File: config.mk
export PLATFORM = sky130hd
export DESIGN_NAME = sync_fifo_fwft
export DESIGN_NICKNAME = d
export VERILOG_FILES = /design/src/rtl/sync_fifo_fwft.sv
export SDC_FILE = /design/constraint.sdc
export NUM_CORES = 1
export LEC_CHECK = 0
export CAP_MARGIN = 10
export CELL_PAD_IN_SITES_DETAIL_PLACEMENT = 0
export CELL_PAD_IN_SITES_GLOBAL_PLACEMENT = 1
export CORE_MARGIN = 4
export CORE_UTILIZATION = 30
export DETAILED_ROUTE_END_ITERATION = 12
export HOLD_SLACK_MARGIN = 0.1
export MAX_ROUTING_LAYER = met4
export PLACE_DENSITY_LB_ADDON = 0.1
export REMOVE_ABC_BUFFERS = 1
export SLEW_MARGIN = 20
export SYNTH_ARGS = -nofsm -noshare
export SYNTH_HDL_FRONTEND = slang
export SYNTH_SLANG_ARGS = --single-unit
File: constraint.sdc
create_clock -name i_clk -period 7.3 [get_ports i_clk]
set_clock_uncertainty 0.05 [all_clocks]
set_input_delay 1.46 -clock i_clk [delete_from_list [all_inputs] [get_ports i_clk]]
set_output_delay 1.46 -clock i_clk [all_outputs]
set_load 0.02 [all_outputs]
File: src/rtl/sync_fifo_fwft.sv
// sync_fifo_fwft: single-clock first-word-fall-through FIFO over a registered-read RAM,
// with read prefetch into a 2-entry output buffer that hides the RAM read latency.
module sync_fifo_fwft #(
    parameter int DATA_WIDTH = 8,
    parameter int ADDR_WIDTH = 6
) (
    input  logic                  i_clk,
    input  logic                  i_rst_n,
    input  logic                  i_s_valid,
    output logic                  o_s_ready,
    input  logic [DATA_WIDTH-1:0] i_s_data,
    output logic                  o_m_valid,
    input  logic                  i_m_ready,
    output logic [DATA_WIDTH-1:0] o_m_data,
    output logic [ADDR_WIDTH:0]   o_count,
    output logic                  o_full,
    output logic                  o_empty
);
    localparam logic [ADDR_WIDTH:0]   DEPTH   = (ADDR_WIDTH+1)'(1) << ADDR_WIDTH;
    localparam logic [ADDR_WIDTH:0]   CNT_ONE = (ADDR_WIDTH+1)'(1);
    localparam logic [ADDR_WIDTH-1:0] PTR_ONE = ADDR_WIDTH'(1);

    logic [DATA_WIDTH-1:0] mem [1<<ADDR_WIDTH];
    logic [DATA_WIDTH-1:0] rd_q;
    logic [DATA_WIDTH-1:0] slot0, slot1, slot0_n, slot1_n;
    logic [ADDR_WIDTH-1:0] wr_ptr, rd_ptr;
    logic [ADDR_WIDTH:0]   ram_cnt, ram_cnt_n, count, count_n;
    logic [1:0]            slot_cnt, slot_cnt_n, occ, land_pos;
    logic                  inflight, s_ready, push, pop, rd_en;

    always_comb begin
        push       = i_s_valid && s_ready;
        pop        = (slot_cnt != 2'd0) && i_m_ready;
        occ        = slot_cnt + {1'b0, inflight} - {1'b0, pop};
        rd_en      = (ram_cnt != '0) && (occ < 2'd2);
        land_pos   = slot_cnt - {1'b0, pop};
        // the landing read goes to the first free slot after this cycle's pop
        slot0_n    = (inflight && land_pos == 2'd0) ? rd_q :
                     (pop && slot_cnt == 2'd2)      ? slot1 : slot0;
        slot1_n    = (inflight && land_pos == 2'd1) ? rd_q : slot1;
        slot_cnt_n = land_pos + {1'b0, inflight};
        ram_cnt_n  = (push && !rd_en) ? ram_cnt + CNT_ONE :
                     (rd_en && !push) ? ram_cnt - CNT_ONE : ram_cnt;
        count_n    = (push && !pop) ? count + CNT_ONE :
                     (pop && !push) ? count - CNT_ONE : count;
    end

    // RAM has no reset: discarded entries are never read back
    always_ff @(posedge i_clk) begin
        if (push)
            mem[wr_ptr] <= i_s_data;
        if (rd_en)
            rd_q <= mem[rd_ptr];
    end

    always_ff @(posedge i_clk or negedge i_rst_n) begin
        if (!i_rst_n) begin
            wr_ptr   <= '0;
            rd_ptr   <= '0;
            ram_cnt  <= '0;
            inflight <= 1'b0;
            slot0    <= '0;
            slot1    <= '0;
            slot_cnt <= 2'd0;
            count    <= '0;
            s_ready  <= 1'b1;
        end else begin
            wr_ptr   <= push ? wr_ptr + PTR_ONE : wr_ptr;
            rd_ptr   <= rd_en ? rd_ptr + PTR_ONE : rd_ptr;
            ram_cnt  <= ram_cnt_n;
            inflight <= rd_en;
            slot0    <= slot0_n;
            slot1    <= slot1_n;
            slot_cnt <= slot_cnt_n;
            count    <= count_n;
            s_ready  <= count_n < DEPTH;
        end
    end

    assign o_s_ready = s_ready;
    assign o_m_valid = slot_cnt != 2'd0;
    assign o_m_data  = slot0;
    assign o_count   = count;
    assign o_full    = count == DEPTH;
    assign o_empty   = count == '0;
endmodule

-- After elaboration in Yosys (flattened, before gate mapping)
Memories as Yosys holds them, arrays and structs flattened. A register that Yosys moved wholly into a read port is not among the register bits.
Cells that the tools add are included.
- bits in latches: 0
- memories kept: 1
- bits in writable memories: 512
- bits of input ports: 12
- output and inout port bits: 19
- flip-flop bits (word level): 46
- word-level logic and storage cells: 52
- memory bits (read-only): 0
- reductions and logical operators: 19
- mux-type cells: 8
- $add $sub $neg: 10
- multipliers: 0
- $lt $le $gt $ge: 2
- bitwise logic cells: 0
- eq/ne operators: 3
- div/mod/pow operators: 0
- shift operators: 0
- memory list (memory ; words ; width ; rd ports ; clocked after memory_dff ; wr ports ; line ; RTL):
    mem ; 64 ; 8 ; 1 ; 1 ; 1 ; 23 ; logic [DATA_WIDTH-1:0] mem [1<<ADDR_WIDTH];
- operators with widths (operator ; number):
    7-bit two-way mux ; 4
    8-bit two-way mux ; 2
    7-bit by 1-bit adder with 7-bit output (second input constant) ; 2
    7-bit by 1-bit subtractor with 7-bit output (second input constant) ; 2
    6-bit by 1-bit adder with 6-bit output (second input constant) ; 2
    1-bit logical AND ; 10
    7-bit == test (second input constant) ; 1
    7-bit logical NOT ; 1
    7-bit less-than comparator (second input constant) ; 1
    7-bit nonzero test ; 1
    2-bit nonzero test ; 3
    2-bit by 1-bit adder with 2-bit output ; 2
    2-bit by 1-bit subtractor with 2-bit output ; 2
    1-bit logical NOT ; 3
    2-bit by 1-bit == test with 1-bit output (second input constant) ; 1
    2-bit == test (second input constant) ; 1
    2-bit logical NOT ; 1
    2-bit less-than comparator (second input constant) ; 1
    1-bit two-way mux ; 2

-- Longest topological paths before layout
Gate-level depths: netlist of run 1.
- depth in word-level cells: 8
- depth in mapped cells: 16
- depth with buffers taken out: 16

-- Least setup slack after synthesis of run 1
Ideal clock, no wire load.
- path type: input port to flip-flop
- start: input i_m_ready
- end: register ram_cnt[5]
- library setup time: 136 ps
- path slack: 2516 ps
- path buffers: 0
- cell stages on the path: 15
- arrival: 4598 ps
- data required time: 7114 ps
- cells stage by stage: nand2_1 -> inv_1 -> ha_1 -> nor2b_1 -> xnor2_1 -> a21oi_1 -> inv_1 -> ha_1 -> inv_1 -> ha_1 -> a21o_1 -> a21o_1 -> a21oi_1 -> nor4_1 -> or3b_2
- cells in the longest elaborated chain, start to end: 7
- elaborated cells between the ends (all ways): 9
- classes of those cells: add/sub (1); order compare (1); mux (1); reduce/logical (6)
- ends and longest elaborated chain (item ; line ; RTL):
    start: declaration ; 13 ; input logic i_m_ready,
    1-bit logical AND (*) ; 33 ; pop = (slot_cnt != 2'd0) && i_m_ready;
    2-bit by 1-bit subtractor with 2-bit output (*) ; 34 ; occ = slot_cnt + {1'b0, inflight} - {1'b0, pop};
    2-bit less-than comparator (*) ; 35 ; rd_en = (ram_cnt != '0) && (occ < 2'd2);
    1-bit logical AND (*) ; 35 ;
    named net rd_en ; 29 ; logic inflight, s_ready, push, pop, rd_en;
    1-bit logical NOT ; 42 ; ram_cnt_n = (push && !rd_en) ? ram_cnt + CNT_ONE :
    1-bit logical AND ; 42 ;
    7-bit two-way mux / 2-bit nonzero test (equally long branches) ; - ;
    end signal: assignment ; 70 ; ram_cnt <= ram_cnt_n;
    end: declaration ; 27 ; logic [ADDR_WIDTH:0] ram_cnt, ram_cnt_n, count, count_n;
The timed path passes the listed nets; every way through them passes the cells marked *.
A chain may end at the register's enable or synchronous reset.

-- Worst setup path in the final report of run 1
Same ends and word-level chain as after synthesis.

==> flow_metrics.py, run 1 <==
metrics = {
    "logic_synthesis": {
        "syn_area_mm2": 0.02268,
        "synth-edff-count": 520,
        "synthMuxAreaShare_pct": 14.02,
        "synth-xor-area-share_pct": 0.7725,
        "synth_top_family_by_area": "multiplexers",
        "ys_ff_latch": 566,
        "ys_types": 51,
        "synth_fa_ha_area_share_pct": 1.026,
        "synth-compound-area-share_pct": 3.780,
        "synthSimpleGateAreaFrac_pct": 4.801,
        "async_flop_share_pct": 8.127,
        "yosysWarnings": 0,
        "ys.flop_type": "edfxtp_1",
        "syn_area_per_cell_um2": 18.17,
        "seq_area_frac_synth_pct": 73.94,
        "syn_inst": 1248,
    },
    "floorplanning": {
        "start_util_pct": 30.36,
        "fp.dieH_um": 282.9,
        "die_w_um": 282.9,
        "core_mm2": 0.07470,
        "ios": 31,
        "dieArea_mm2": 0.08005,
        "fp-row-count": 100,
    },
    "power_and_ir_drop": {
        "combPwrFrac_pct": 30.7,
        "seq_power_share_pct": 39.6,
        "p_sw_share_pct": 33.19,
        "power_switching_mw": 3.460,
        "ir_drop_v": 0.0002211,
        "power_density_mw_per_mm2": 400.0,
        "internal-power_mw": 6.964,
        "p_leak_nw": 8.450,
        "p_clk_share_pct": 29.7,
    },
    "routing": {
        "drc": 0,
        "num_vias": 11330,
        "wl_mm": 58.43,
        "via_per_inst": 4.873,
        "drt-pass1-iter-count": 6,
        "first_iter_violations": 738,
        "avgRoutedWirePerCell_um": 25.13,
        "ant_nets": 0,
    },
    "cells_and_area": {
        "n_antenna_cell": 0,
        "fin_nets": 1334,
        "layout-drive-gt1-share_pct": 18.95,
        "syn2layout_area_growth_pct": 14.91,
        "post-route-util_pct": 34.88,
    },
    "cts": {
        "clkLatencyLatePin_ns": 0.63,
        "cts_setup_buffers": 0,
        "clockBufferDepth": 3,
        "h-tree-depth": 2,
        "tritoncts": "yes",
        "root_buffer": "clkbuf_16",
        "cts_resized": 0,
        "cts_buffers": 61,
        "path_clk_slew_ns": 0.06,
        "hold_buffers": 0,
        "cts_sinks": 566,
    },
    "worst_setup_path": {
        "crit_fanout": 17,
        "worst_setup_path_end_kind": "flip-flop",
        "r2r_start": "rd_ptr[1]",
        "criticalPathCategory": "in -> reg",
        "crit_required_ns": 7.74,
        "r2r_slack_ns": 3.43,
        "worst_ep_arrival_time_ns": 4.85,
        "reg2reg_depth": 6,
        "r2r_end": "rd_q[1]",
        "setup.worst_path.start_class": "input port",
        "startpoint": "i_m_ready",
        "critPathCapture": "ram_cnt[5]",
    },
    "global_route": {
        "grt_pass1_vias": 11764,
        "grt_util_all_layers_pct": 14.83,
        "grt_max_degree": 65,
        "grt_pass1_wl_mm": 85.17,
        "antenna_found_initial": 0,
        "overflow": 0,
    },
    "status": {
        "status": "finished clean",
    },
    "timing": {
        "fin_crit_ns": 4.405,
        "rsz0062_at_grt": "no",
        "setup_viol": 0,
        "maxSlewViolCount": 0,
        "finalSetupTns_ns": 0,
        "worst_pin_slew_ns": 0.9785,
        "clock.fmax_ghz": 0.2270,
        "whs_ns": 0.4293,
        "hold_viol": 0,
        "finalCritPeriodShare_pct": 60.35,
        "slew-limit-headroom_pct": 34.77,
    },
    "placed_design": {
        "numPortBuffers": 30,
        "gp_congestion": 0.7570,
        "dp_hpwl_mm": 35.55,
    },
    "run": {
        "maxCapViolations": 0,
    },
    "min_path": {
        "min-delay-path-class": "reg -> reg",
    },
}
## state kept, by name, indices dropped and copies added (netlist names)
| name | cells |
|---|---|
| slot_cnt | 2 |
| o_m_data | 8 |
| rd_q | 8 |
| inflight | 1 |
| wr_ptr | 6 |
| mem | 512 |
| slot1 | 8 |
| o_count | 7 |
| rd_ptr | 6 |
| o_s_ready | 1 |
| ram_cnt | 7 |
## cells in the mapped netlist (all sizes together) (10+ instances only)
| cell type | number | area (um2) |
|---|---|---|
| nand2 | 42 | 157.7 |
| nor2 | 131 | 491.7 |
| ha | 17 | 212.7 |
| inv | 15 | 56.30 |
| mux2 | 25 | 281.5 |
| mux4 | 98 | 2207 |
| edfxtp | 520 | 15610 |
| o22ai | 32 | 200.2 |
| xnor2 | 16 | 140.1 |
| dfrtp | 45 | 1126 |
| mux2i | 69 | 690.7 |
| a21oi | 18 | 90.09 |
| nand3 | 20 | 100.1 |
| clkbuf | 32 | 120.1 |
| a211o | 14 | 122.6 |
| nor3 | 13 | 65.06 |
| buf | 31 | 195.2 |
| a31oi | 10 | 62.56 |
| o21ai | 17 | 85.08 |
## logic make-up (layout without fill, tap and decap cells)
| kind of cell | after synthesis | in the layout |
|---|---|---|
| compound gates | 127 | 127 |
| xor+xnor | 20 | 20 |
| fa+ha+maj | 18 | 18 |
| buf+inv | 79 | 187 |
| flops | 566 | 566 |
| mux | 192 | 192 |
| simple gates | 246 | 246 |
## area by class of cell
cell class,instances,area [um2]
clock inverters,29,344.1
clock buffers,86,1660
fillers,7017,48640
flip-flops and latches,566,16780
multi-input cells,603,5539
inverters,16,60.06
well taps,969,1212
repair buffers,56,465.4
## cells in the final DEF (no fill, tap or decap), types with 4 or more instances in the layout
master	instances
a22oi_1	7
mux2i_1	69
o22ai_1	32
nand3_1	20
nor2b_1	5
a31oi_1	10
nand2_1	42
a21oi_1	17
buf_2	9
a2111oi_0	5
mux2_2	25
clkdlybuf4s50_1	21
xnor2_1	16
bufinv_16	7
clkbuf_8	4
edfxtp_1	520
or3b_2	4
dfrtp_1	42
clkbuf_1	21
xor2_1	4
ha_1	17
mux4_2	98
clkinv_1	7
a211o_1	14
nand2b_1	6
a21o_1	4
nor3_1	13
clkinv_2	11
nor2_1	131
clkbuf_16	61
inv_1	15
nor4_1	6
buf_4	24
and3_1	5
a41oi_1	7
o21ai_0	17
## worst min-delay path by stage
stage,startpoint,to,slack [ns],cells after the start
global route,ram_cnt[6],ram_cnt[6],0.44,1
global placement,ram_cnt[6],ram_cnt[6],0.41,1
detailed placement,ram_cnt[6],ram_cnt[6],0.42,1
CTS,ram_cnt[6],ram_cnt[6],0.43,1
floorplan,ram_cnt[6],ram_cnt[6],0.39,1
finish,ram_cnt[6],ram_cnt[6],0.43,1
## power groups by stage
stage | registers (mW) | logic, mW | clock network (mW)
detailed placement | 4.21 | 3.28 | 0
CTS | 4.15 | 3.28 | 3.19
global placement | 4.21 | 3.27 | 0
finish | 4.13 | 3.20 | 3.09
floorplan | 4.34 | 2.00 | 0
global route | 4.17 | 3.50 | 3.32
## worst max-delay path, stage by stage
cell and delay [ns]:
clkdlybuf4s50_1 0.48, nand2_1 0.08, inv_1 0.12, ha_1 0.24, nor2b_1 0.14, xnor2_1 0.09, a21oi_2 0.11, buf_4 0.23
inv_1 0.07, ha_1 0.25, inv_1 0.23, ha_1 0.27, a21o_1 0.17, a21o_1 0.19, a21oi_1 0.20, nor4_1 0.06
or3b_2 0.45
## per-stage QoR
stage / instance area, um2 / std cells / total power [mW] / setup slack [ns]
detailed placement: 24050 / 2210 / 7.491 / 2.264
finish: 26060 / 2325 / 10.42 / 2.895
floorplan: 22360 / 1185 / 6.344 / 0.6403
global placement: 24040 / 2209 / 7.480 / 2.259
global route: 26060 / 2325 / 10.99 / 2.662
CTS: 26060 / 2325 / 10.62 / 2.922
## layer usage
metal	share of wire (%)	vias up	track usage, %
met5	0	-	-
met4	1.8	0	3.484
met3	3.5	78	2.387
met2	47	189	23.18
met1	47	5956	20.51
li1	-	5107	-
Note: power is estimated with default switching activity, not from simulation.
==> run 2: changes to the inputs <==
==> constraint.sdc (replaced) <==
create_clock -name i_clk -period 4.3 [get_ports i_clk]
set_clock_uncertainty 0.05 [all_clocks]
set_input_delay 0.86 -clock i_clk [delete_from_list [all_inputs] [get_ports i_clk]]
set_output_delay 0.86 -clock i_clk [all_outputs]
set_load 0.02 [all_outputs]
==> run 2 against run 1 <==
Global-route usage grew 0.64 points; core utilization grew 0.97 points; first-iteration DRC count grew 25%.
==> flow_metrics.py, run 2 (same netlist as run 1, synthesis figures left out) <==
metrics = {
    "status": {
        "status": "finished clean",
    },
    "run": {
        "maxCapViolations": 0,
    },
    "power_and_ir_drop": {
        "ir_drop_v": 0.0002821,
        "power_density_mw_per_mm2": 678.1,
        "power_mw": 18.16,
        "p_leak_nw": 8.936,
    },
    "cts": {
        "clkLatencyLatePin_ns": 0.59,
        "cts_setup_buffers": 0,
        "path_clk_slew_ns": 0.05,
        "hold_buffers": 0,
        "h-tree-depth": 3,
        "cts_buffers": 67,
        "cts_resized": 0,
        "root_buffer": "clkbuf_16",
        "tritoncts": "yes",
        "cts_sinks": 566,
        "clockBufferDepth": 3,
    },
    "routing": {
        "first_iter_violations": 924,
        "wl_mm": 60.17,
        "avgRoutedWirePerCell_um": 24.97,
        "ant_nets": 0,
        "drc": 0,
        "drt-pass1-iter-count": 5,
        "via_per_inst": 4.838,
        "num_vias": 11660,
    },
    "placed_design": {
        "place_ws_ns": 0.1943,
        "gp_congestion": 0.8106,
        "numPortBuffers": 30,
        "placed_cell_area_mm2": 0.02470,
        "dp_hpwl_mm": 38.38,
    },
    "worst_setup_path": {
        "r2r_end": "ram_cnt[5]",
        "crit_required_ns": 4.69,
        "worst_ep_arrival_time_ns": 3.88,
        "worst_setup_path_end_kind": "flip-flop",
        "reg2reg_depth": 16,
        "r2r_start": "slot_cnt[1]",
        "critPathCapture": "ram_cnt[5]",
        "r2r_slack_ns": 0.82,
        "startpoint": "i_m_ready",
        "crit_fanout": 7,
        "setup.worst_path.start_class": "input port",
        "criticalPathCategory": "in -> reg",
    },
    "timing": {
        "setup_viol": 0,
        "fin_crit_ns": 3.484,
        "rsz0062_at_grt": "no",
        "hold_viol": 0,
        "clock.fmax_ghz": 0.2871,
        "slew-limit-headroom_pct": 28.09,
        "fin_ws_ns": 0.8164,
        "maxSlewViolCount": 0,
        "finalCritPeriodShare_pct": 81.01,
        "worst_pin_slew_ns": 1.079,
    },
    "global_route": {
        "top_usage_layer": "met2",
        "global_route.usage.met1_pct": 21.82,
        "overflow": 0,
        "grt_pass1_vias": 12194,
        "use_met3_pct": 2.605,
        "antenna_found_initial": 0,
        "globalRouteMet2Util_pct": 23.61,
        "grt_max_degree": 58,
        "grt_util_all_layers_pct": 15.47,
        "grt_pass1_wl_mm": 88.56,
    },
    "cells_and_area": {
        "largest_register_ffs": 512,
        "layout-drive-gt1-share_pct": 23.39,
        "fin_area_mm2": 0.02678,
        "n_antenna_cell": 0,
        "regMostFlops": "mem",
        "fin_nets": 1423,
        "syn2layout_area_growth_pct": 18.11,
        "final_common_cell": "edfxtp_1",
        "layout_common_cells": "edfxtp_1, nor2_1, buf_4, mux4_2, clkbuf_16",
    },
    "floorplanning": {
        "start_util_pct": 30.36,
        "die_w_um": 282.9,
        "dieArea_mm2": 0.08005,
        "ios": 31,
        "core_mm2": 0.07470,
        "fp-row-count": 100,
        "fp.dieH_um": 282.9,
    },
    "min_path": {
        "min-delay-path-class": "in -> async",
    },
}
[run 2: stage by stage]
stage	instances	hold slack [ns]	util (%)	TNS, ns
floorplan	1185	0.3930	-	-25.54
global placement	2293	0.4144	33.06	0
detailed placement	2293	0.4136	33.06	0
CTS	2410	0.3743	35.85	0
global route	2410	0.4268	35.85	0
finish	2410	0.3402	35.85	0
[run 2: routing by layer]
| layer | vias up | part of all wire [%] |
|---|---|---|
| met5 | - | 0 |
| met4 | 0 | 2.0 |
| met3 | 86 | 3.3 |
| met2 | 190 | 47 |
| met1 | 6099 | 48 |
| li1 | 5285 | - |
[run 2: worst max-delay path, stage by stage]
cell and delay [ns]:
clkdlybuf4s50_1 0.50, nand2_1 0.08, inv_1 0.08, ha_1 0.22
nor2b_1 0.14, xnor2_1 0.09, a21oi_2 0.12, inv_1 0.05
ha_1 0.19, inv_1 0.21, ha_1 0.28, a21o_1 0.17
a21o_1 0.19, a21oi_1 0.19, nor4_1 0.06, or3b_2 0.44
[run 2: power breakdown]
part	internal, mW	switching [mW]	leakage [nW]
combinational	2.44	3.26	2.69
clock	3.26	2.18	1.01
sequential	6.47	0.549	5.23
total	12.2	5.99	8.94
[run 2: how the worst min path moves through the flow]
stage,endpoint,cells after the start,from,slack [ns]
after floorplan,ram_cnt[6],1,ram_cnt[6],0.39
after global placement,ram_cnt[6],1,ram_cnt[6],0.41
after detailed placement,ram_cnt[6],1,ram_cnt[6],0.41
after CTS,o_count[6],1,i_rst_n,0.37
after global routing,o_count[6],1,i_rst_n,0.43
final,o_count[6],1,i_rst_n,0.34
[run 2: area by class of cell]
class | instances | area [um2]
Fill cell | 7002 | 47910
Sequential cell | 566 | 16780
Multi-Input combinational cell | 603 | 5537
Clock buffer | 90 | 1858
Tap cell | 969 | 1212
Timing Repair Buffer | 139 | 1111
Clock inverter | 27 | 227.7
Inverter | 16 | 60.06
==> run 3: changes to the inputs <==
==> constraint.sdc (replaced) <==
create_clock -name i_clk -period 2.92 [get_ports i_clk]
set_clock_uncertainty 0.05 [all_clocks]
set_input_delay 0.584 -clock i_clk [delete_from_list [all_inputs] [get_ports i_clk]]
set_output_delay 0.584 -clock i_clk [all_outputs]
set_load 0.02 [all_outputs]
==> run 3 against run 2 <==
The run now ends with setup timing left; setup slack worse by 0.86 ns; critical endpoint is now ram_cnt[6]; clock-buffer cell count shrank 3; first-iteration DRC count shrank 9.0%; final cell count up 2.9%; total power increased by 52%; global-route usage is essentially flat; register-to-register slack got worse by 0.86 ns; hold slack better by 0.092 ns; sequential power up 44%; core utilization up 0.97 points; combinational power is 74% higher; sequential share of layout area decreased by 1.7 points.
==> flow_metrics.py, run 3 (same netlist as run 1, synthesis figures left out) <==
metrics = {
    "cells_and_area": {
        "syn2layout_area_growth_pct": 21.32,
        "regMostFlops": "mem",
        "fillers": 7002,
        "fin_area_mm2": 0.02751,
        "regArea_mm2": 0.01678,
        "largest_register_ffs": 512,
        "n_antenna_cell": 0,
        "layout_common_cells": "edfxtp_1, buf_4, nor2_1, mux4_2, mux2i_1",
        "layout-drive-gt1-share_pct": 28.51,
        "final_common_cell": "edfxtp_1",
        "fin_nets": 1492,
        "multi_input_area_mm2": 0.005692,
    },
    "cts": {
        "tritoncts": "yes",
        "path_clk_slew_ns": 0.06,
        "cts_buffers": 66,
        "clkLatencyLatePin_ns": 0.61,
        "h-tree-depth": 3,
        "cts_sinks": 566,
        "root_buffer": "clkbuf_16",
        "clockBufferDepth": 3,
    },
    "power_and_ir_drop": {
        "ir_drop_v": 0.0004442,
        "p_leak_nw": 9.336,
        "power_density_mw_per_mm2": 1003,
    },
    "routing": {
        "ant_nets": 0,
        "first_iter_violations": 841,
        "num_vias": 11900,
        "via_per_inst": 4.796,
        "avgRoutedWirePerCell_um": 24.15,
        "drc": 0,
        "wl_mm": 59.91,
        "drt-pass1-iter-count": 7,
    },
    "global_route": {
        "grt_pass1_vias": 12333,
        "grt_pass1_wl_mm": 88.35,
        "grt_util_all_layers_pct": 15.45,
        "overflow": 0,
        "grt_max_degree": 65,
        "antenna_found_initial": 0,
    },
    "placed_design": {
        "numPortBuffers": 30,
        "dp_hpwl_mm": 38.37,
        "place_ws_ns": -0.7220,
        "placed_cell_area_mm2": 0.02527,
        "gp_congestion": 0.8069,
    },
    "timing": {
        "maxSlewViolCount": 0,
        "finalSetupTns_ns": -0.04334,
        "worst_pin_slew_ns": 0.9091,
        "hold_viol": 0,
        "fin_crit_ns": 2.963,
        "clock.fmax_ghz": 0.3375,
        "finalCritPeriodShare_pct": 101.5,
        "slew-limit-headroom_pct": 39.17,
        "fin_ws_ns": -0.04334,
        "rsz0062_at_grt": "yes",
        "setup_viol": 1,
    },
    "worst_setup_path": {
        "crit_path_top_delay_cell": "or4_1",
        "cp_cell_sequence": "or2_4, nand2_4, inv_4, ha_4, nor2b_2, xnor2_1, a21oi_2, inv_1, ha_4, inv_4, buf_6, buf_4, ha_4, a21oi_2, or4_1, nand3_2, xor2_1",
        "worst_ep_arrival_time_ns": 3.43,
        "cp.depth": 17,
        "criticalPathCategory": "reg -> reg",
        "crit_family": "simple AND/OR/NAND/NOR gates",
        "path_buf_inv": 5,
        "crit_required_ns": 3.39,
        "crit_top_cell": "ha_4",
        "worst_setup_path_end_kind": "flip-flop",
        "reg2reg_depth": 17,
        "setup.worst_path.start_class": "flip-flop",
        "crit_fanout": 3,
        "cp_slowest_stage_delay_ns": 0.48,
    },
    "status": {
        "violations": "setup timing",
        "status": "complete, but fails checks",
    },
    "min_path": {
        "hold_depth": 1,
        "min-delay-path-class": "reg -> reg",
    },
    "floorplanning": {
        "core_mm2": 0.07470,
        "fp-row-count": 100,
        "ios": 31,
        "dieArea_mm2": 0.08005,
        "start_util_pct": 30.36,
        "fp.dieH_um": 282.9,
        "die_w_um": 282.9,
    },
    "run": {
        "maxCapViolations": 0,
    },
}
## run 3: cell count changes in the layout (fill, tap and decap cells not counted), moves of 3 or more
| cell | delta |
|---|---|
| inv_1 | -3 |
| clkinv_1 | -4 |
| bufinv_16 | -3 |
| clkinv_2 | +6 |
| inv_6 | +3 |
| buf_4 | +56 |
| ha_1 | -7 |
| clkbuf_16 | -4 |
| buf_12 | +11 |
| ha_4 | +7 |
## run 3: cell type report
type,count,area share [%]
Inverter,16,0.2365
Multi-Input combinational cell,603,20.69
Sequential cell,566,60.99
Clock buffer,87,6.404
Timing Repair Buffer,209,6.504
Tap cell,969,4.407
Clock inverter,31,0.7687
## run 3: stage by stage
stage / utilization (%) / hold WS, ns / instances / total power [mW]
final: 36.83 / 0.4325 / 2481 / 27.60
after global routing: 36.83 / 0.4199 / 2481 / 29.14
after CTS: 36.74 / 0.4191 / 2477 / 27.97
after detailed placement: 33.83 / 0.4217 / 2351 / 19.84
after global placement: 33.83 / 0.4342 / 2351 / 19.84
after floorplan: - / 0.2384 / 1185 / 15.27
## run 3: final timing paths
kind	from	end	slack, ns
setup / recovery	slot_cnt[1]	ram_cnt[6]	-0.04
hold / removal	ram_cnt[6]	ram_cnt[6]	0.43
setup reg to reg	slot_cnt[1]	ram_cnt[6]	-0.04
hold reg to reg	ram_cnt[6]	ram_cnt[6]	0.43
max in group asynchronous	i_rst_n	rd_ptr[0]	1.74
min in group asynchronous	i_rst_n	o_count[3]	0.58
## run 3: layer usage
layer | global-route usage, % | part of all wire (%) | vias to the layer above
met2 | 24.11 | 47 | 211
met4 | 3.458 | 1.9 | 0
met1 | 21.36 | 47 | 6182
met3 | 2.621 | 3.6 | 80
met5 | - | 0 | -
li1 | - | - | 5427
## run 3: timing repair
action                     in CTS  in global routing
pin swaps                      15                 12
setup buffers                   7                  4
hold buffers                    1                  0
resized for setup              25                 11
hold endpoints to repair       45                  0
setup endpoints to repair       6                  8
## run 3: report_power, final
| group | leakage (nW) | internal, mW | switching (mW) |
|---|---|---|---|
| registers | 5.23 | 9.53 | 0.526 |
| logic | 3.14 | 4.66 | 5.29 |
| clock network | 0.969 | 4.36 | 3.24 |
